<file path="config.mk">
export PLATFORM = sky130hd
export DESIGN_NAME = vga_reg_writer_flat
export DESIGN_NICKNAME = d
export VERILOG_FILES = /design/src/rtl/vga_reg_pkg.sv /design/src/rtl/vga_reg_writer_if.sv /design/src/rtl/lowest_set_bit.sv /design/src/rtl/vga_reg_writer.sv /design/src/flat_wrapper.sv
export SDC_FILE = /design/constraint.sdc
export NUM_CORES = 1
export LEC_CHECK = 0
export ABC_CLOCK_PERIOD_IN_PS = 5400
export BUFFER_PORTS_ARGS = -buffer_cell sky130_fd_sc_hd__buf_4
export CAP_MARGIN = 15
export CORE_UTILIZATION = 59
export CTS_CLUSTER_DIAMETER = 60
export DETAILED_ROUTE_END_ITERATION = 8
export PLACE_DENSITY = 0.78
export RECOVER_POWER = 50
export SKIP_CTS_REPAIR_TIMING = 1
export SYNTH_ARGS = -nofsm -noshare
export SYNTH_HDL_FRONTEND = slang
export SYNTH_HIERARCHICAL = 1
export SYNTH_SLANG_ARGS = --single-unit
</file>
<file path="constraint.sdc">
create_clock -name clk -period 5.4 [get_ports clk]
set_clock_uncertainty 0.1 [all_clocks]
set_input_delay 0.54 -clock clk [delete_from_list [all_inputs] [get_ports clk]]
set_output_delay 0.54 -clock clk [all_outputs]
set_load 0.03 [all_outputs]
</file>
<file path="src/rtl/vga_reg_pkg.sv">
// rtl/vga_reg_pkg.sv - shared constants and writer state type for the VGA register writer
package vga_reg_pkg;

    localparam int NUM_REGS = 12;
    localparam int ADDR_W   = 9;
    localparam int DATA_W   = 32;

    localparam int REG_DINO_X     = 0;
    localparam int REG_DINO_Y     = 1;
    localparam int REG_JUMP_X     = 2;
    localparam int REG_JUMP_Y     = 3;
    localparam int REG_DUCK_X     = 4;
    localparam int REG_DUCK_Y     = 5;
    localparam int REG_CACTUS_X   = 6;
    localparam int REG_CACTUS_Y   = 7;
    localparam int REG_GODZILLA_X = 8;
    localparam int REG_GODZILLA_Y = 9;
    localparam int REG_SCORE_X    = 10;
    localparam int REG_SCORE_Y    = 11;

    typedef enum logic [1:0] {
        IDLE,
        SCAN,
        WRITE,
        DONE
    } writer_state_t;

endpackage

</file>
<file path="src/rtl/vga_reg_writer_if.sv">
// rtl/vga_reg_writer_if.sv - register write bus between the writer and the VGA display slave
interface vga_reg_writer_if #(
    parameter int ADDR_W = 9,
    parameter int DATA_W = 32
);
    logic              av_chipselect;
    logic              av_write;
    logic [ADDR_W-1:0] av_address;
    logic [DATA_W-1:0] av_writedata;
    logic              av_waitrequest;

    modport master (
        output av_chipselect, av_write, av_address, av_writedata,
        input  av_waitrequest
    );

    modport slave (
        input  av_chipselect, av_write, av_address, av_writedata,
        output av_waitrequest
    );
endinterface

</file>
<file path="src/rtl/lowest_set_bit.sv">
// rtl/lowest_set_bit.sv - priority encoder returning the index of the lowest set bit
module lowest_set_bit #(
    parameter int WIDTH = 12,
    parameter int IDX_W = $clog2(WIDTH)
) (
    input  logic [WIDTH-1:0] bits,
    output logic [IDX_W-1:0] index,
    output logic             found
);
    // Walk downwards so the last assignment, the lowest set bit, wins.
    always_comb begin
        index = '0;
        found = 1'b0;
        for (int i = WIDTH - 1; i >= 0; i--) begin
            if (bits[i]) begin
                index = IDX_W'(i);
                found = 1'b1;
            end
        end
    end
endmodule

</file>
<file path="src/rtl/vga_reg_writer.sv">
// rtl/vga_reg_writer.sv - shadows game register updates and flushes changed ones to the display during vsync
module vga_reg_writer #(
    parameter int NUM_REGS = vga_reg_pkg::NUM_REGS,
    parameter int ADDR_W   = vga_reg_pkg::ADDR_W,
    parameter int DATA_W   = vga_reg_pkg::DATA_W
) (
    input  logic                    clk,
    input  logic                    reset,
    input  logic                    upd_valid,
    input  logic [3:0]              upd_index,
    input  logic [7:0]              upd_data,
    output logic                    upd_err,
    input  logic                    vga_vs_n,
    vga_reg_writer_if.master        bus,
    output logic                    busy,
    output logic                    frame_done,
    output logic                    overrun
);
    import vga_reg_pkg::*;

    localparam int IDX_W = $clog2(NUM_REGS);
    localparam logic [4:0] NUM_REGS_W = 5'(NUM_REGS);

    logic [NUM_REGS-1:0][7:0] shadow;
    logic [NUM_REGS-1:0]      dirty;
    logic [NUM_REGS-1:0]      snap;
    writer_state_t            state, state_nx;
    logic                     vs_prev;
    logic                     start;
    logic                     upd_hit;
    logic [IDX_W-1:0]         pick;
    logic                     found;
    logic [IDX_W-1:0]         cur_idx;
    logic                     cs_q, wr_q;
    logic [ADDR_W-1:0]        addr_q;
    logic [DATA_W-1:0]        data_q;

    assign start      = vs_prev & ~vga_vs_n;
    assign upd_hit    = upd_valid && ({1'b0, upd_index} < NUM_REGS_W);
    assign busy       = (state != IDLE);
    assign frame_done = (state == DONE);

    assign bus.av_chipselect = cs_q;
    assign bus.av_write      = wr_q;
    assign bus.av_address    = addr_q;
    assign bus.av_writedata  = data_q;

    lowest_set_bit #(.WIDTH(NUM_REGS), .IDX_W(IDX_W)) u_pick (
        .bits  (snap),
        .index (pick),
        .found (found)
    );

    always_comb begin
        state_nx = state;
        case (state)
            IDLE:    if (start) state_nx = SCAN;
            SCAN:    state_nx = found ? WRITE : DONE;
            WRITE:   if (!bus.av_waitrequest) state_nx = SCAN;
            DONE:    state_nx = IDLE;
            default: state_nx = IDLE;
        endcase
    end

    always_ff @(posedge clk or posedge reset) begin
        if (reset) begin
            state   <= IDLE;
            vs_prev <= 1'b1;
            overrun <= 1'b0;
            upd_err <= 1'b0;
            snap    <= '0;
            cur_idx <= '0;
            cs_q    <= 1'b0;
            wr_q    <= 1'b0;
            addr_q  <= '0;
            data_q  <= '0;
        end else begin
            state   <= state_nx;
            vs_prev <= vga_vs_n;
            upd_err <= upd_valid & ~upd_hit;
            if (start && state != IDLE) overrun <= 1'b1;
            case (state)
                IDLE: if (start) snap <= dirty;
                SCAN: if (found) begin
                    addr_q  <= ADDR_W'(pick);
                    data_q  <= DATA_W'(shadow[pick]);
                    cur_idx <= pick;
                    cs_q    <= 1'b1;
                    wr_q    <= 1'b1;
                end
                WRITE: if (!bus.av_waitrequest) begin
                    cs_q          <= 1'b0;
                    wr_q          <= 1'b0;
                    snap[cur_idx] <= 1'b0;
                end
                default: ;
            endcase
        end
    end

    // A same-edge update to the entry being latched keeps it dirty for next frame.
    always_ff @(posedge clk or posedge reset) begin
        if (reset) begin
            shadow <= '0;
            dirty  <= '0;
        end else begin
            if (state == SCAN && found) dirty[pick] <= 1'b0;
            if (upd_hit) begin
                shadow[upd_index] <= upd_data;
                dirty[upd_index]  <= 1'b1;
            end
        end
    end
endmodule
</file>
<file path="src/flat_wrapper.sv">
// flat-port wrapper written by rule: the top's interface ports become plain ports
module vga_reg_writer_flat import vga_reg_pkg::*;
#(
    parameter int NUM_REGS = vga_reg_pkg::NUM_REGS,
    parameter int ADDR_W   = vga_reg_pkg::ADDR_W,
    parameter int DATA_W   = vga_reg_pkg::DATA_W
)
  (clk, reset, upd_valid, upd_index, upd_data, upd_err, vga_vs_n, busy, frame_done, overrun, bus_av_chipselect, bus_av_write, bus_av_address, bus_av_writedata, bus_av_waitrequest);
  vga_reg_writer_if #(.ADDR_W(ADDR_W), .DATA_W(DATA_W)) bus_i ();
  input  logic clk;
  input  logic reset;
  input  logic upd_valid;
  input  logic [3:0] upd_index;
  input  logic [7:0] upd_data;
  output logic upd_err;
  input  logic vga_vs_n;
  output logic busy;
  output logic frame_done;
  output logic overrun;
  output wire logic [$bits(bus_i.av_chipselect)-1:0] bus_av_chipselect;
  output wire logic [$bits(bus_i.av_write)-1:0] bus_av_write;
  output wire logic [$bits(bus_i.av_address)-1:0] bus_av_address;
  output wire logic [$bits(bus_i.av_writedata)-1:0] bus_av_writedata;
  input wire logic [$bits(bus_i.av_waitrequest)-1:0] bus_av_waitrequest;
  assign bus_av_chipselect = bus_i.av_chipselect;
  assign bus_av_write = bus_i.av_write;
  assign bus_av_address = bus_i.av_address;
  assign bus_av_writedata = bus_i.av_writedata;
  assign bus_i.av_waitrequest = bus_av_waitrequest;
  vga_reg_writer #(.NUM_REGS(NUM_REGS), .ADDR_W(ADDR_W), .DATA_W(DATA_W)) u_core (.clk(clk), .reset(reset), .upd_valid(upd_valid), .upd_index(upd_index), .upd_data(upd_data), .upd_err(upd_err), .vga_vs_n(vga_vs_n), .bus(bus_i), .busy(busy), .frame_done(frame_done), .overrun(overrun));
endmodule
</file>
After elaboration in Yosys (flattened, before gate mapping)
Index checks and enable logic that the tools add are counted.
Operators by class
  eq/ne operators: 6
  bitwise operators: 9
  muxes and demuxes: 47
  reduce and logical (&&, ||, !) cells: 14
  $lt $le $gt $ge: 7
Operators by type and width (count)
  $bwmux W96: 1
  $mux W12: 4
  $mux W4: 12
  $bmux W8 S4: 1
  $demux W8 S4: 1
  $and A12 B12 Y12: 2
  $not A12 Y12: 2
  $pmux W12 S2: 1
  $mux W1: 18
  $mux W8: 2
  $lt A4 B5 Y1 const B: 3
  $demux W1 S4: 3
  $ge A4 B1 Y1 const B: 3
  $or A12 B12 Y12: 1
  $pmux W2 S4: 1
  $logic_and A1 B1 Y1: 6
  $reduce_and A3 Y1: 2
  $reduce_bool A2 Y1: 3
  $eq A2 B2 Y1 const B: 2
  $lt A4 B4 Y1 const B: 1
  $mux W2: 2
  $ne A2 B1 Y1 const B: 2
  $reduce_and A2 Y1: 2
  $and A1 B1 Y1: 2
  other kinds (5): 6
Word-level totals
  input bits: 17
  logic and storage cells: 104
  register bits after elaboration: 138
  output and inout port bits: 47

Depth between registers and ports, before layout
Gate-level depths: netlist of run 1.
  depth in word-level cells: 21
  depth in mapped cells: 9
  mapped depth without buffers: 7

By module
The synthesis of run 1 kept the hierarchy.
By module, submodules not included
  vga_reg_writer: instances 1, sequential area each 3454.6 um^2, cells each 473, area each 6511.2 um^2
  lowest_set_bit: instances 1, sequential area each 0.0 um^2, cells each 22, area each 128.9 um^2

Worst setup path after synthesis of run 1
No wires, ideal clock.
  path type: register to register
  from: reg u_core.snap[6]
  to: reg u_core.data_q[1], in the netlist u_core/bus.av_writedata[1]
  data required time: 5171 ps
  cell stages (with the launch flop): 10
  slack: 3308 ps
  arrival: 1863 ps
  period minus slack after synthesis: 2092 ps
  buffers on the path: 2
  library setup time: 129 ps
  path through: dfrtp_1 > nor3_1 > o21ai_1 > o21ai_1 > o31a_1 > buf_6 > buf_12 > mux4_2 > a32oi_1 > nand3_1
Between the ends
  cells in the longest elaborated chain, start to end: 9
  elaborated cells on any way between the ends: 17
Ends and longest elaborated chain
  start: declaration: line vga_reg_writer.sv:26  | logic [NUM_REGS-1:0] snap;
  start signal: assignment: line vga_reg_writer.sv:83  | IDLE: if (start) snap <= dirty;
  $mux W4 (7 in a row): line lowest_set_bit.sv:15  | if (bits[i]) begin
  via u_core.pick[0]: line vga_reg_writer.sv:31  | logic [IDX_W-1:0] pick;
  $bmux W8 S4: line vga_reg_writer.sv:86  | data_q <= DATA_W'(shadow[pick]);
  $mux W8 (not written as such): line vga_reg_writer.sv:86
  end signal: assignment: line vga_reg_writer.sv:86
  end: declaration: line vga_reg_writer.sv:36  | logic [DATA_W-1:0] data_q;
The timed path passes the listed nets, and every way through them passes these cells. The select of a mux whose other input is x is not followed.
A chain may end at the register's enable or synchronous reset.

==> metrics.cfg, run 1 <==
[floorplanning]
die_w_microns = 108
coreArea_sq_mm = 0.0109
die_h_microns = 108
fp.dieArea_sq_mm = 0.0117
pin_count = 64
start_util_pct = 61.0
row_count = 38

[sta]
slew_headroom_pct = -152
fmax_mhz = 314
finalSetupTns_ns = 0
finalMaxSlewViolations = 86
period_share_pct = 58.9
worst_pin_slew_ns = 3.76
finalSetupViolations = 0
hold_violations = 0
grt_setup_unrepaired = no
layout_min_cycle_time_ns = 3.18

[synthesis]
synth_seq_cells = 138
syn_inst = 495
yosysSeqAreaShare_pct = 52.0
synth-simple-area-share_pct = 9.70
yosysWarnings = 6
syn_area_sq_mm = 0.00664
synth_enable_flop_cells = 0
synth_mux_area_share_pct = 24.8
avgSynthCellArea_sq_um = 13.4
yosysUniqueCellTypes = 52
ys_async_sr_fraction_pct = 100
ys.flop_type = dfrtp_1
synth_top_family_by_area = multiplexers
synth_xor_xnor_area_share_pct = 0
synth_compound_area_share_pct = 6.60
synthAdderAreaFrac_pct = 0

[status]
violations = max-capacitance violations, max-slew violations
status = finished with violations

[placement]
place.gp.congestion = 0.862
portBuffers = 34
placed_cell_area_sq_mm = 0.00682
dp_hpwl_mm = 9.19

[setup_path]
critPathLaunchType = primary input
endpoint_kind = async pin
cp.required_ns = 5.89
cp_max_fo = 85
worstSetupPathType = primary input to async pin
crit_arrival_ns = 3.67

[final_layout]
stdcell_area_sq_mm = 0.00744
num-nets-final = 533
antennaDiodeCount = 0
drive_above_1_share_pct = 37.7
area_growth_syn_to_layout_pct = 12.0

[detailed_routing]
wl_met1_mm = 5.98
met3_length_microns = 791
drt-total-wl_mm = 14.5
drt_first_pass_iters = 5
route.detailed.drc = 0
drt_iter0_markers = 268
ant_nets = 0
vias = 4287
avgViaCountPerCell = 6.42
dr_wl_met2_mm = 7.41
top_layer_used = met4
post_drt_wl_per_cell_microns = 21.7

[flow_run]
drv_cap = 1

[clock_tree]
cts_made_buffers = 17
max-clock-path-buffers = 2
root_buffer = clkbuf_8
cts_tree = yes
htreeDepth = 4
clkTransAtPathRegs_ns = 0.06
clkSinkCount = 138
clock_latency_ns = 0.52

[global_routing]
grt_pass1_vias = 4270
grt_pass1_wl_mm = 23.1
grt_usage_pct = 27.4
grt_overflow = 0
antenna_found_initial = 0
grt_max_degree = 86

[pwr]
ir_drop_v = 0.000319
p_leak_uw = 0.00322
power_density_mw_per_mm2 = 573

[hold_path]
min_path_type = primary input to register

[cell families (layout without fill, tap and decap cells)]
kind of cell | count (synthesis) | count (layout)
simple gates | 97 | 97
other cells | 1 | 29
compound gates | 60 | 60
buf+inv | 77 | 82
flops | 138 | 138
mux | 122 | 122
[layer usage]
metal / vias up / GRT usage, %
met5: - / 0
met4: 0 / 11.5
li1: 1837 / -
met2: 165 / 44.8
met3: 29 / 6.99
met1: 2256 / 34.9
[worst paths after layout]
kind                       cells after the start           endpoint              start  slack, ns
max                                            3    u_core/snap[11]              reset       2.22
min                                            1     u_core/vs_prev           vga_vs_n       0.05
max reg2reg                                    7    u_core/dirty[8]     u_core/snap[3]       2.66
min reg2reg                                    1  u_core/shadow[24]  u_core/shadow[24]       0.39
max in group clk                               7    u_core/dirty[8]     u_core/snap[3]       2.66
min in group asynchronous                      2  u_core/shadow[40]              reset       1.03
[registers in the layout, summed over array words and instances, names as in the netlist]
| register | count |
|---|---|
| u_core/vs_prev | 1 |
| u_core/shadow | 96 |
| u_core/bus.av_write | 1 |
| u_core/bus.av_address | 4 |
| u_core/snap | 12 |
| u_core/overrun | 1 |
| u_core/bus.av_writedata | 8 |
| u_core/upd_err | 1 |
| u_core/dirty | 12 |
| u_core/state | 2 |
[per-stage QoR]
stage	std cells	worst slack [ns]	hold slack, ns	power [uW]	util [%]
floorplan	523	1.07	0.350	2720	-
global placement	636	2.81	0.367	2980	62.7
detailed placement	636	2.76	0.372	3030	62.7
CTS	667	2.72	0.0216	4280	68.5
global route	668	1.62	0.0247	4480	68.3
finish	668	2.22	0.0525	4260	68.3
[cells in the mapped netlist, types with 2 or more instances]
library cell  number  share of area, %
a21o_1             5              0.57
a21oi_1            2              0.15
a22o_1            12               1.6
a32oi_1            8               1.1
and4b_1            2              0.30
buf_1              2              0.11
buf_2             12              0.90
buf_4             33               3.7
clkbuf_1          18               1.0
dfrtp_1          137                52
inv_1              9              0.51
mux2_1             5              0.85
mux2_2            93                16
mux4_2            23               7.8
nand2_1           12              0.68
nand2b_1           9              0.85
nand3_1           27               2.0
nand3b_1           2              0.23
nor2_1             7              0.40
nor2_2             6              0.57
nor2b_1            4              0.38
nor3_1             2              0.15
nor3b_2            2              0.38
nor4_1             2              0.19
nor4_2             2              0.38
nor4b_1            4              0.53
nor4bb_1           6              0.90
o21ai_0            7              0.53
o21ai_1            2              0.15
o22ai_1           13               1.2
o31ai_1            3              0.34
o41ai_1            4              0.53
[where the power goes]
part | internal (uW) | leakage, uW | switching [uW]
Combinational | 712 | 0.00124 | 735
Clock | 807 | 0.000305 | 426
Sequential | 1330 | 0.00167 | 250
Total | 2850 | 0.00322 | 1410
[cell usage in the layout, fill, tap and decap left out, types with 5 or more instances in the layout]
master / synthesis / layout
conb_1: 1 / 29
o22ai_1: 13 / 13
clkbuf_16: 0 / 16
nor4bb_1: 6 / 5
nand2_1: 12 / 12
a22o_1: 12 / 12
a21o_1: 5 / 5
o21ai_0: 7 / 7
dfrtp_1: 137 / 137
nand2b_1: 9 / 9
inv_1: 9 / 8
a32oi_1: 8 / 8
nand3_1: 27 / 27
bufinv_16: 0 / 5
mux4_2: 23 / 23
nor2_1: 7 / 10
mux2_1: 5 / 5
buf_4: 33 / 37
mux2_2: 93 / 93
[cell type report]
cell class	count	area, sq um
Clock inverter	11	194
Sequential cell	138	3450
Tap cell	140	175
Multi-Input combinational cell	308	2840
Inverter	10	38.8
Clock buffer	20	435
Fill cell	754	3450
Timing Repair Buffer	41	304
[worst max-delay path, stage by stage]
cell and delay, ns:
clkbuf_4 0.11, clkinvlp_2 2.10, buf_4 0.83
No activity file was read; power rests on OpenSTA's default activity.
==> inputs of run 2 (changes only) <==
Settings changed: ABC_AREA set to 1, ABC_CLOCK_PERIOD_IN_PS 5400 to 2700, CORE_UTILIZATION 59 to 54, PLACE_DENSITY 0.78 to 0.76.
Clock period 5.4 ns to 2.7 ns, I/O delays scaled along.
==> run 2 against run 1 <==
The run ends with negative hold slack, max-capacitance violations left. Wire length grew 12%. Total power grew 110%. Register-to-register slack worse by 2.2 ns. Sequential cell count unchanged. Critical path depth up 10. Final cell count rose by 65%. Synthesized cell count up 81%. Largest power group is now combinational logic. Die area is 11% higher. Non-clock buffer count increased by 11.
==> metrics.cfg, run 2 <==
[status]
status = finished with violations  ; unchanged
violations = negative hold slack, max-capacitance violations  ; was max-capacitance violations, max-slew violations

[synthesis]
synth_top_family_by_area = simple AND/OR/NAND/NOR gates  ; was multiplexers
yosysWarnings = 6  ; unchanged
ys_async_sr_fraction_pct = 100  ; unchanged
yosys.area.top_type_share_pct = 50.8  ; was 51.6%
synth_common_cells = nand2_1, dfrtp_1, o21ai_0  ; was dfrtp_1, mux2_2, buf_4
synth_compound_area_share_pct = 9.97  ; was 6.60%
ys.flop_type = dfrtp_1  ; unchanged
yosysSeqAreaShare_pct = 51.2  ; was 52.0%
synth_top_area_cell = dfrtp_1  ; unchanged
synth_mux_area_share_pct = 0  ; was 24.8%
syn_inst = 896  ; was 495
synthAdderAreaFrac_pct = 0  ; unchanged
synth_xor_xnor_area_share_pct = 0  ; unchanged
synth-simple-area-share_pct = 29.4  ; was 9.70%
yosysUniqueCellTypes = 27  ; was 52
synth.most_common_cell = nand2_1  ; was dfrtp_1
synth_enable_flop_cells = 0  ; unchanged
netlist_top_cells_area = dfrtp_1, nand2_1, o21ai_0  ; was dfrtp_1, mux2_2, mux4_2
synth_seq_cells = 138  ; unchanged
avgSynthCellArea_sq_um = 7.53  ; was 13.4 sq um
syn_area_sq_mm = 0.00675  ; was 0.00664 sq mm

[clock_tree]
clkTransAtPathRegs_ns = 0.06  ; about the same
cts_tree = yes  ; unchanged
root_buffer = clkbuf_16  ; was clkbuf_8
clkSinkCount = 138  ; unchanged
clock_latency_ns = 0.42  ; was 0.52 ns
max-clock-path-buffers = 2  ; unchanged
htreeDepth = 4  ; unchanged
cts_made_buffers = 17  ; unchanged

[sta]
setup_ws_ns = 0.419  ; was 2.22 ns
layout_min_cycle_time_ns = 2.28
finalSetupTns_ns = 0  ; unchanged
grt_setup_unrepaired = no  ; unchanged
hold_violations = 1  ; was 0
finalSetupViolations = 0  ; unchanged
finalMaxSlewViolations = 0  ; was 86
worst_pin_slew_ns = 1.48  ; was 3.76 ns
period_share_pct = 84.5
holdWs_ns = -0.00161  ; was 0.0525 ns
fmax_mhz = 438
slew_headroom_pct = 0.891  ; was -152%

[detailed_routing]
drt-total-wl_mm = 16.3  ; was 14.5 mm
avgViaCountPerCell = 5.14  ; was 6.42
drt_first_pass_iters = 7  ; was 5
drt_iter0_markers = 442  ; was 268
vias = 5681  ; was 4287
post_drt_wl_per_cell_microns = 14.7  ; was 21.7 microns
route.detailed.drc = 0  ; unchanged
ant_nets = 0  ; unchanged

[floorplanning]
start_util_pct = 55.7  ; was 61.0%
pin_count = 64  ; unchanged
die_w_microns = 114  ; was 108 microns
row_count = 40  ; was 38
coreArea_sq_mm = 0.0121  ; was 0.0109 sq mm
fp.dieArea_sq_mm = 0.0129  ; was 0.0117 sq mm
die_h_microns = 114  ; was 108 microns

[setup_path]
endpoint_kind = register  ; was async pin
timing.rr.start = u_core/snap[9]  ; was u_core/snap[3]
critPathLaunchType = register  ; was primary input
cp.required_ns = 2.91  ; was 5.89 ns
reg2reg_depth = 13  ; was 7
rr_endpoint = u_core/bus.av_writedata[7]  ; was u_core/dirty[8]
ff2ff_setup_slack_ns = 0.42  ; was 2.66 ns
cp_max_fo = 15  ; was 85
crit_arrival_ns = 2.49  ; was 3.67 ns
worstSetupPathType = register to register  ; was primary input to async pin

[flow_run]
drv_cap = 1  ; unchanged

[final_layout]
multi_input_area_sq_mm = 0.00276  ; was 0.00284 sq mm
reg.largest.list = u_core/shadow: 96 flops, u_core/dirty: 12 flops, u_core/snap: 12 flops  ; unchanged
fillCellCount = 1092  ; was 754
area_growth_syn_to_layout_pct = 12.8  ; was 12.0%
stdcell_area_sq_mm = 0.00761  ; was 0.00744 sq mm
final_util_pct = 62.9  ; was 68.3%
regMostFlops = u_core/shadow  ; unchanged
regArea_sq_mm = 0.00345  ; unchanged
num-nets-final = 941  ; was 533
antennaDiodeCount = 0  ; unchanged
final_cell_mix = nand2_1, dfrtp_1, o21ai_0  ; was dfrtp_1, mux2_2, buf_4
largest_reg_flops = 96  ; unchanged
final_common_cell = nand2_1  ; was dfrtp_1
drive_above_1_share_pct = 8.00  ; was 37.7%

[placement]
placed_cell_area_sq_mm = 0.00706  ; was 0.00682 sq mm
place.gp.congestion = 0.862  ; about the same
post-place-ws_ns = 0.438  ; was 2.76 ns
portBuffers = 34  ; unchanged
dp_hpwl_mm = 10.6  ; was 9.19 mm

[global_routing]
grt_overflow = 0  ; unchanged
grt_pass1_vias = 5349  ; was 4270
grt_usage_pct = 27.9  ; was 27.4%
grt_max_degree = 43  ; was 86
grt_pass1_wl_mm = 27.2  ; was 23.1 mm
antenna_found_initial = 0  ; unchanged

[pwr]
p_leak_uw = 0.00395  ; was 0.00322 uW
p_total_uw = 8980  ; was 4260 uW
power_density_mw_per_mm2 = 1180  ; was 573 mW/mm^2
ir_drop_v = 0.000538  ; was 0.000319 V

[hold_path]
min_path_type = primary input to register  ; unchanged
hold_start = bus_av_waitrequest  ; was vga_vs_n
min_to = u_core/bus.av_write  ; was u_core/vs_prev
holdPathStages = 3  ; was 1

[run 2: cells by family (layout without fill, tap and decap cells)]
family | count (synthesis) | count (layout)
other cells | 1 | 29
buf+inv | 120 | 133
flops | 138 | 138
compound gates | 133 | 133
simple gates | 504 | 504
[run 2: report_power, final]
part	internal, uW	switching (uW)
clock network	1670	829
registers	2640	357
logic	1080	2410
[run 2: final cells by class]
cell class                 instances  share of cell area, %
clock inverter                     6                   1.74
multi-input combinational        666                   36.3
sequential                       138                   45.4
inverter                          49                   2.43
timing repair buffer              52                   4.70
tap                              168                   2.76
clock buffer                      26                   6.69
[run 2: metal layers]
metal	track usage, %	wire (microns)
met1	38.3	7310
met2	43.7	7530
met3	5.21	968
met4	12.3	465
met5	0	0
[run 2: worst max-delay path by stage]
stage	start	to	slack, ns	cells after the start
4_1_cts	u_core/snap[9]	u_core/bus.av_writedata[7]	0.41	13
6_report	u_core/snap[9]	u_core/bus.av_writedata[7]	0.42	13
3_3_place_gp	u_core/snap[0]	u_core/dirty[6]	0.49	9
3_5_place_dp	u_core/snap[0]	u_core/bus.av_writedata[7]	0.44	11
5_1_grt	u_core/snap[11]	u_core/bus.av_writedata[0]	0.19	13
2_1_floorplan	reset	u_core/bus.av_address[0]	0.61	1
[run 2: critical path, cell delays in order (launching register included)]
cell and delay, ns:
dfrtp_1 0.39, inv_1 0.09, nand3_1 0.08, nand2_1 0.06
nand3_1 0.08, a31oi_2 0.17, clkinv_1 0.48, buf_12 0.35
nand2_1 0.07, nand2_1 0.05, nand2_1 0.05, nand2_1 0.04
nor2_1 0.11, nor2_1 0.05
[run 2: per-stage QoR]
stage | hold slack (ns) | cells
floorplan | 0.174 | 924
global placement | 0.291 | 1071
detailed placement | 0.292 | 1071
CTS | -0.149 | 1103
global route | 0.0212 | 1105
finish | -0.00161 | 1105
